<file path="src/rtl/mem_port_arbiter.sv">
// Shares one single-ported memory between fetch and data stages.
// Optional MEM_ARB_ALIGN_CHECK_EN: flag misaligned DM word accesses.
module mem_port_arbiter #(
  parameter int unsigned STARVE_LIMIT = 4
) (
  input  logic        clk,
  input  logic        rst_n,
  input  logic        if_req,
  input  logic [31:0] if_addr,
  output logic [31:0] if_rdata,
  output logic        if_valid,
  input  logic        dm_req,
  input  logic        dm_we,
  input  logic        dm_byte,
  input  logic        dm_signextend,
  input  logic [31:0] dm_addr,
  input  logic [31:0] dm_wdata,
  output logic [31:0] dm_rdata,
  output logic        dm_valid,
  output logic        dm_err,
  output logic        mem_en,
  output logic [3:0]  mem_be,
  output logic [29:0] mem_addr,
  output logic [31:0] mem_wdata,
  input  logic [31:0] mem_rdata,
  input  logic        mem_ack
);

  typedef enum logic [1:0] {
    IDLE, ISSUE, WAIT, RESP
  } state_t;

  localparam logic [3:0] LIM = 4'(STARVE_LIMIT);

  state_t      state, state_nx;
  logic        own_dm, byte_q, sext_q;
  logic [3:0]  starve_cnt, be_q;
  logic [31:0] addr_q, wdata_q;
  logic [31:0] if_rdata_q, dm_rdata_q, ld_data;
  logic [7:0]  ld_byte;
  logic        any_req, if_win, mis, acked, grant;

  assign any_req = if_req | dm_req;
  assign if_win  = if_req & (~dm_req | (starve_cnt == LIM));
  assign grant   = (state == IDLE) & any_req;
  assign acked   = mem_ack & ((state == ISSUE) | (state == WAIT));

`ifdef MEM_ARB_ALIGN_CHECK_EN
  logic err_q;
  assign mis    = dm_req & ~if_win & ~dm_byte
                & (dm_addr[1:0] != 2'b00);
  assign dm_err = dm_valid & err_q;

  // remember whether the granted DM access was rejected
  always_ff @(posedge clk or negedge rst_n) begin
    if (!rst_n)     err_q <= 1'b0;
    else if (grant) err_q <= mis;
  end
`else
  assign mis    = 1'b0;
  assign dm_err = 1'b0;
`endif

  assign mem_en    = (state == ISSUE);
  assign mem_be    = be_q;
  assign mem_addr  = addr_q[31:2];
  assign mem_wdata = wdata_q;
  assign if_valid  = (state == RESP) & ~own_dm;
  assign dm_valid  = (state == RESP) & own_dm;
  assign if_rdata  = if_rdata_q;
  assign dm_rdata  = dm_rdata_q;

  // next-state decode
  always_comb begin
    state_nx = state;
    unique case (state)
      IDLE:    if (any_req) state_nx = mis ? RESP : ISSUE;
      ISSUE:   state_nx = mem_ack ? RESP : WAIT;
      WAIT:    if (mem_ack) state_nx = RESP;
      RESP:    state_nx = IDLE;
      default: state_nx = IDLE;
    endcase
  end

  // load lane select and extension
  always_comb begin
    ld_byte = mem_rdata[{addr_q[1:0], 3'b000} +: 8];
    ld_data = byte_q
            ? {{24{sext_q & ld_byte[7]}}, ld_byte}
            : mem_rdata;
  end

  // state register
  always_ff @(posedge clk or negedge rst_n) begin
    if (!rst_n) state <= IDLE;
    else        state <= state_nx;
  end

  // latch owner, address and lane-formatted controls at grant
  always_ff @(posedge clk or negedge rst_n) begin
    if (!rst_n) begin
      own_dm  <= 1'b0;
      addr_q  <= '0;
      be_q    <= '0;
      wdata_q <= '0;
      byte_q  <= 1'b0;
      sext_q  <= 1'b0;
    end else if (grant) begin
      own_dm <= ~if_win;
      if (if_win) begin
        addr_q  <= if_addr;
        be_q    <= '0;
        wdata_q <= '0;
        byte_q  <= 1'b0;
        sext_q  <= 1'b0;
      end else begin
        addr_q <= dm_addr;
        byte_q <= dm_byte;
        sext_q <= dm_signextend;
        if (!dm_we) begin
          be_q    <= '0;
          wdata_q <= '0;
        end else if (dm_byte) begin
          be_q    <= 4'b0001 << dm_addr[1:0];
          wdata_q <= {4{dm_wdata[7:0]}};
        end else begin
          be_q    <= 4'hF;
          wdata_q <= dm_wdata;
        end
      end
    end
  end

  // fetch starvation counter, updated only at arbitration
  always_ff @(posedge clk or negedge rst_n) begin
    if (!rst_n) begin
      starve_cnt <= '0;
    end else if (state == IDLE) begin
      if (!if_req || if_win)
        starve_cnt <= '0;
      else if (!mis && starve_cnt != LIM)
        starve_cnt <= starve_cnt + 4'd1;
    end
  end

  // capture read data for the owner on ack
  always_ff @(posedge clk or negedge rst_n) begin
    if (!rst_n) begin
      if_rdata_q <= '0;
      dm_rdata_q <= '0;
    end else if (grant && mis) begin
      dm_rdata_q <= '0;
    end else if (acked) begin
      if (own_dm) dm_rdata_q <= ld_data;
      else        if_rdata_q <= mem_rdata;
    end
  end

endmodule

</file>
<file path="config.mk">
export PLATFORM = sky130hd
export DESIGN_NAME = mem_port_arbiter
export DESIGN_NICKNAME = d
export VERILOG_FILES = /design/src/rtl/mem_port_arbiter.sv
export SDC_FILE = /design/constraint.sdc
export NUM_CORES = 1
export LEC_CHECK = 0
export BUFFER_PORTS_ARGS = -buffer_cell sky130_fd_sc_hd__buf_2
export CELL_PAD_IN_SITES_DETAIL_PLACEMENT = 1
export CELL_PAD_IN_SITES_GLOBAL_PLACEMENT = 2
export CORE_AREA = 4 4 154 156
export CTS_CLUSTER_DIAMETER = 100
export DETAILED_ROUTE_END_ITERATION = 6
export DIE_AREA = 0 0 158 160
export PLACE_DENSITY = 0.83
export SYNTH_ARGS = -nofsm -noshare
export SYNTH_HDL_FRONTEND = slang
export SYNTH_SLANG_ARGS = --single-unit
</file>
<file path="constraint.sdc">
create_clock -name clk -period 4.7 [get_ports clk]
set_clock_uncertainty 0.05 [all_clocks]
set_input_delay 0.235 -clock clk [delete_from_list [all_inputs] [get_ports clk]]
set_output_delay 0.235 -clock clk [all_outputs]
set_load 0.1 [all_outputs]
</file>
== After elaboration in Yosys (flattened, before gate mapping) ==
Index checks and enable logic that the tools add are counted.

* Word-level logic and storage cells: 56
* Bits of input ports: 136
* Flip-flop bits (word level): 141
* Output and inout port bits: 134

* Equality and inequality tests: 7
* Bitwise operators: 12
* Shifts and indexed selects: 2
* Add/sub/neg operators: 1
* Multiplexer cells: 16
* Reduce and logical (&&, ||, !) cells: 8

{| class="wikitable"
|+ Operators by type and width
! kind !! count
|-
| 2-to-1 mux 32 bit || 5
|-
| variable part select 32 x 6 -> 8 bit || 1
|-
| 2-to-1 mux 4 bit || 5
|-
| case mux 2 bit (4 select lines) || 1
|-
| AND reduction 2 bit || 4
|-
| bitwise AND 1 bit || 6
|-
| adder 4 x 1 -> 4 bit (second input constant) || 1
|-
| equality test 2 bit (second input constant) || 2
|-
| equality test 4 x 3 -> 1 bit (second input constant) || 1
|-
| 2-to-1 mux 2 bit || 2
|-
| inequality test 2 bit (second input constant) || 2
|-
| inequality test 4 x 3 -> 1 bit (second input constant) || 1
|-
| left shift 1 x 2 -> 4 bit (first input constant) || 1
|-
| 2-to-1 mux 1 bit || 3
|-
| NOT 1 bit || 3
|-
| OR 1 bit || 3
|-
| equality test 2 x 1 -> 1 bit (second input constant) || 1
|-
| logical NOT 2 bit || 1
|-
| nonzero test 2 bit || 1
|-
| logical NOT 1 bit || 1
|-
| logical OR 1 bit || 1
|}

== Longest topological paths before layout ==
* Depth in word-level cells: 6
* Depth in mapped cells: 8
* Mapped depth without buffers: 5

== Least setup slack after synthesis ==
No wires, ideal clock.

* Kind: flip-flop to output port
* Start: reg state[1]
* End: out if_valid
* Required time: 4.415 ns
* Buffers on the path: 0
* Slack: 2.526 ns
* Stages on the path, launching flop included: 3
* Data arrival time: 1.889 ns
* Cells stage by stage: dfrtp_1 > ha_1 > nor2b_1

* Word-level cells in the longest chain between the ends: 2

{| class="wikitable"
|+ Ends and longest elaborated chain
! element !! RTL line !! text
|-
| start: declaration || 35 || <nowiki>state_t state, state_nx;</nowiki>
|-
| start signal: assignment || 96 || <nowiki>else state <= state_nx;</nowiki>
|-
| equality test 2 bit || 68 || <nowiki>assign if_valid = (state == RESP) & ~own_dm;</nowiki>
|-
| bitwise AND 1 bit || 68 ||
|-
| end: declaration || 11 || <nowiki>output logic if_valid,</nowiki>
|}

No other way between the ends.

== Worst setup path after layout ==
* Start: reg state[1]
* End: reg be_q[3] (netlist: mem_be[3])

* Word-level cells in the longest chain between the ends: 2

{| class="wikitable"
|+ Ends and longest elaborated chain
! element !! RTL line !! text
|-
| logical NOT 2 bit || 45 || <nowiki>assign grant = (state == IDLE) & any_req;</nowiki>
|-
| bitwise AND 1 bit || 45 ||
|-
| end signal: assignment || 124 || <nowiki>be_q <= 4'b0001 << dm_addr[1:0];</nowiki>
|-
| end: declaration || 37 || <nowiki>logic [3:0] starve_cnt, be_q;</nowiki>
|}

No other way between the ends.
A chain may end at the register's enable or synchronous reset.

==> results.md <==
| Item | Value |
|---|---|
| Max-Slew Margin vs Limit | 33.6% |
| Violation count after the first detailed-routing iteration | 223 |
| CORE AREA | 22,400 sq um |
| Number of maximum-capacitance violations | 0 |
| Post-synthesis sequential area ratio | 51.3% |
| Proportion of netlist area held by the largest area contributor | 51.3% |
| Residual antenna-violating net count after detailed routing | 0 |
| Post-cts gate resize count | 0 |
| Asr flop ratio synth | 100% |
| Post-synthesis cell count | 668 |
| Dpl hpwl | 16,000 um |
| Clock buffers created by TritonCTS | 17 |
| Type of the most critical hold path | input port to flip-flop |
| Count of H-tree levels built during CTS | 4 |
| Number of ports placed on the die boundary | 270 |
| Register bit total from synthesis | 141 |
| Crit path setup slack, layout | 2160 ps |
| Launching element type of the critical path | flip-flop |
| Master cell of the clock root buffer | clkbuf_16 |
| Placement-stage worst setup slack | 2150 ps |
| Max Root-Sink Buffers | 2 |
| Die area | 25,300 sq um |
| Post-Syn Area per Cell | 10.3 sq um |
| CP Data Arrival Time | 2790 ps |
| Growth of design area from synthesis to finish | 27.0% |
| Maximum number of pins on one net before global-route repair | 95 |
| Most frequently used cell type in the post-synthesis netlist | dfrtp_1 |
| Critical Path RT | 4950 ps |
| Number of vias per cell after detailed routing | 4.95 |
| Vias in the first global route | 6,173 |
| Leading cell types by count after synthesis | dfrtp_1 (141), nand2_1 (118), buf_4 (33), mux2_2 (33), nand4_1 (33) |
| Endpoint type of the worst setup path | flip-flop |
| Synthesized area | 6870 sq um |
| Count of fill cells added during filler insertion | 2,613 |
| Clock insertion delay at the later pin of the skew report | 420 ps |
| Initial core utilization | 30.7% |
| Post-CTS clock slew at the launch and capture registers of the worst setup and hold paths | 70 ps |
| Cell area after placement | 8150 sq um |
| End point of the critical path | mem_be[3]$_DFFE_PN0P_ |
| Maximum achievable frequency | 394 MHz |
| Final critical-path share of the clock period | 54.1% |
| Sinks on the clock net | 141 |
| Final design instance area without fill | 8730 sq um |
| Detailed-route DRC error count | 0 |
| Total negative setup slack | 0 ps |
| Wire length per cell after detailed routing | 19.4 um |
| RSZ-0062 raised after global routing | false |
| Critical setup path kind | flip-flop to flip-flop |
| Number of flops mapped to enable cells by yosys | 0 |
| 1st-pass router iterations | 4 |
| Origin of the worst setup path | state[1]$_DFFE_PN0P_ |
| Total setup violations reported at the end of the flow | 0 |
| Remaining global-route overflow | 0 |
| Horiz. Die Dim | 158 um |
| Peak fanout along the critical path | 89 |
| Final RePlAce weighted congestion | 0.780 |
| # rows | 55 |
| Worst Tran Pin Value | 996 ps |
| Reg-to-reg startpoint | state[1]$_DFFE_PN0P_ |
| Outcome | finished, final reports clean |
| Vias after detailed routing | 5,822 |
| Biggest area contributors in the synthesized netlist | dfrtp_1 (51%), nand2_1 (6.4%), mux2_2 (5.4%) |
| Proportion of layout cells with a drive suffix above 1 | 38.8% |
| Internal reg-to-reg setup slack | 2160 ps |
| Fin nets | 1,021 |
| Net Count, Synth | 811 |
| Antenna cell count | 0 |
| Total of buffers placed on input and output ports | 268 |
| Endpoints failing hold | 0 |
| Final wirelength | 22,800 um |
| Unique cell type count in the Yosys netlist | 46 |
| Global-route wire length before repair | 34,900 um |
| CTS tree | built |
| Dominant synthesized flop cell | dfrtp_1 |
| Cell accounting for the most synthesized area | dfrtp_1 |
| Yosys Warn Count | 0 |
| Overall routing resource usage | 17.5% |
| End of the worst register-to-register path | mem_be[3]$_DFFE_PN0P_ |
| Pins Over Slew Limit | 0 |
| Cell count of the worst reg-to-reg path | 7 |
| Die Y-Extent | 160 um |
| Antenna violations before repair | 2 |
| Clock period minus worst slack | 2540 ps |
## cell usage in the layout, fill, tap and decap left out, types with 2 or more instances in the layout
cell type	n
inv_1	5
o31ai_1	26
buf_2	267
bufinv_16	2
buf_4	6
nand2b_1	28
a21oi_1	5
a2111oi_0	6
o211ai_1	32
nor2_1	27
nand3_1	4
a21o_1	2
dfrtp_1	141
and3_1	6
nor2b_1	2
mux2_2	33
and2_1	2
inv_6	3
o21ai_0	24
a32o_1	4
clkbuf_1	3
clkinvlp_4	4
and2b_1	6
clkbuf_16	17
nand2_1	118
a31oi_1	24
mux2i_1	27
ha_1	7
nand4_1	33
clkinv_4	2
## state kept, by name, summed over array words and instances (netlist names)
register and count:
mem_wdata 32, state 2, byte_q 1, starve_cnt 4, if_rdata 32, addr_q 32
dm_rdata 32, sext_q 1, mem_be 4, own_dm 1
## kinds of logic (layout without fill, tap and decap cells)
family          count (synthesis)  in the layout  synth area share, %
simple gates                  235            235                 16.7
fa+ha+maj                       7              7                 1.27
compound gates                134            134                 13.6
other cells                     1              1               0.0546
flops                         141            141                 51.3
mux                            61             61                 9.67
buf+inv                        89            312                 7.34
## cell type report
class / instances / area [sq um] / area share [%]
Clock buffer: 20 / 437 / 5.00
Clock inverter: 12 / 139 / 1.59
Inverter: 5 / 18.8 / 0.215
Multi-Input combinational cell: 438 / 2850 / 32.7
Sequential cell: 141 / 3530 / 40.4
Tap cell: 285 / 357 / 4.08
Timing Repair Buffer: 275 / 1400 / 16.1
## metal layers
metal / up-vias / track usage [%] / part of all wire, %
met5: - / 0 / 0.061
met4: 4 / 3.41 / 0.81
met3: 18 / 5.80 / 7.6
met2: 202 / 28.9 / 48
met1: 2837 / 22.7 / 43
li1: 2761 / - / -
## critical path: stages (launching register included)
cell and delay [ps]:
dfrtp_1 410, inv_1 100, ha_1 190, buf_4 260, o21ai_4 200, buf_4 770, a21oi_1 90, a32o_1 290
## metrics by stage
stage / cells / hold slack [ps] / utilization (%)
CTS: 1176 / 2.23 / 39.0
detailed placement: 1143 / 352 / 36.4
global placement: 1143 / 358 / 36.4
floorplan: 668 / -111 / -
global route: 1176 / 17.7 / 39.0
finish: 1176 / 17.0 / 39.0
## repair_timing
item	in CTS	in global routing
hold buffers	1	0
endpoints found under the hold margin	93	0
buffers inserted	0	0
## worst min-delay path by stage
stage | from | endpoint | depth (start not counted)
global route | if_addr[25] | addr_q[25]$_DFFE_PN0P_ | 3
finish | if_addr[9] | addr_q[9]$_DFFE_PN0P_ | 3
CTS | if_addr[18] | addr_q[18]$_DFFE_PN0P_ | 3
global placement | rst_n | if_rdata[3]$_DFFE_PN0P_ | 1
floorplan | rst_n | addr_q[0]$_DFFE_PN0P_ | 0
detailed placement | rst_n | if_rdata[3]$_DFFE_PN0P_ | 1
Power is left out: the tool's default activity adds up to more than one toggle a clock period on the data nets, which glitch-free logic cannot reach.
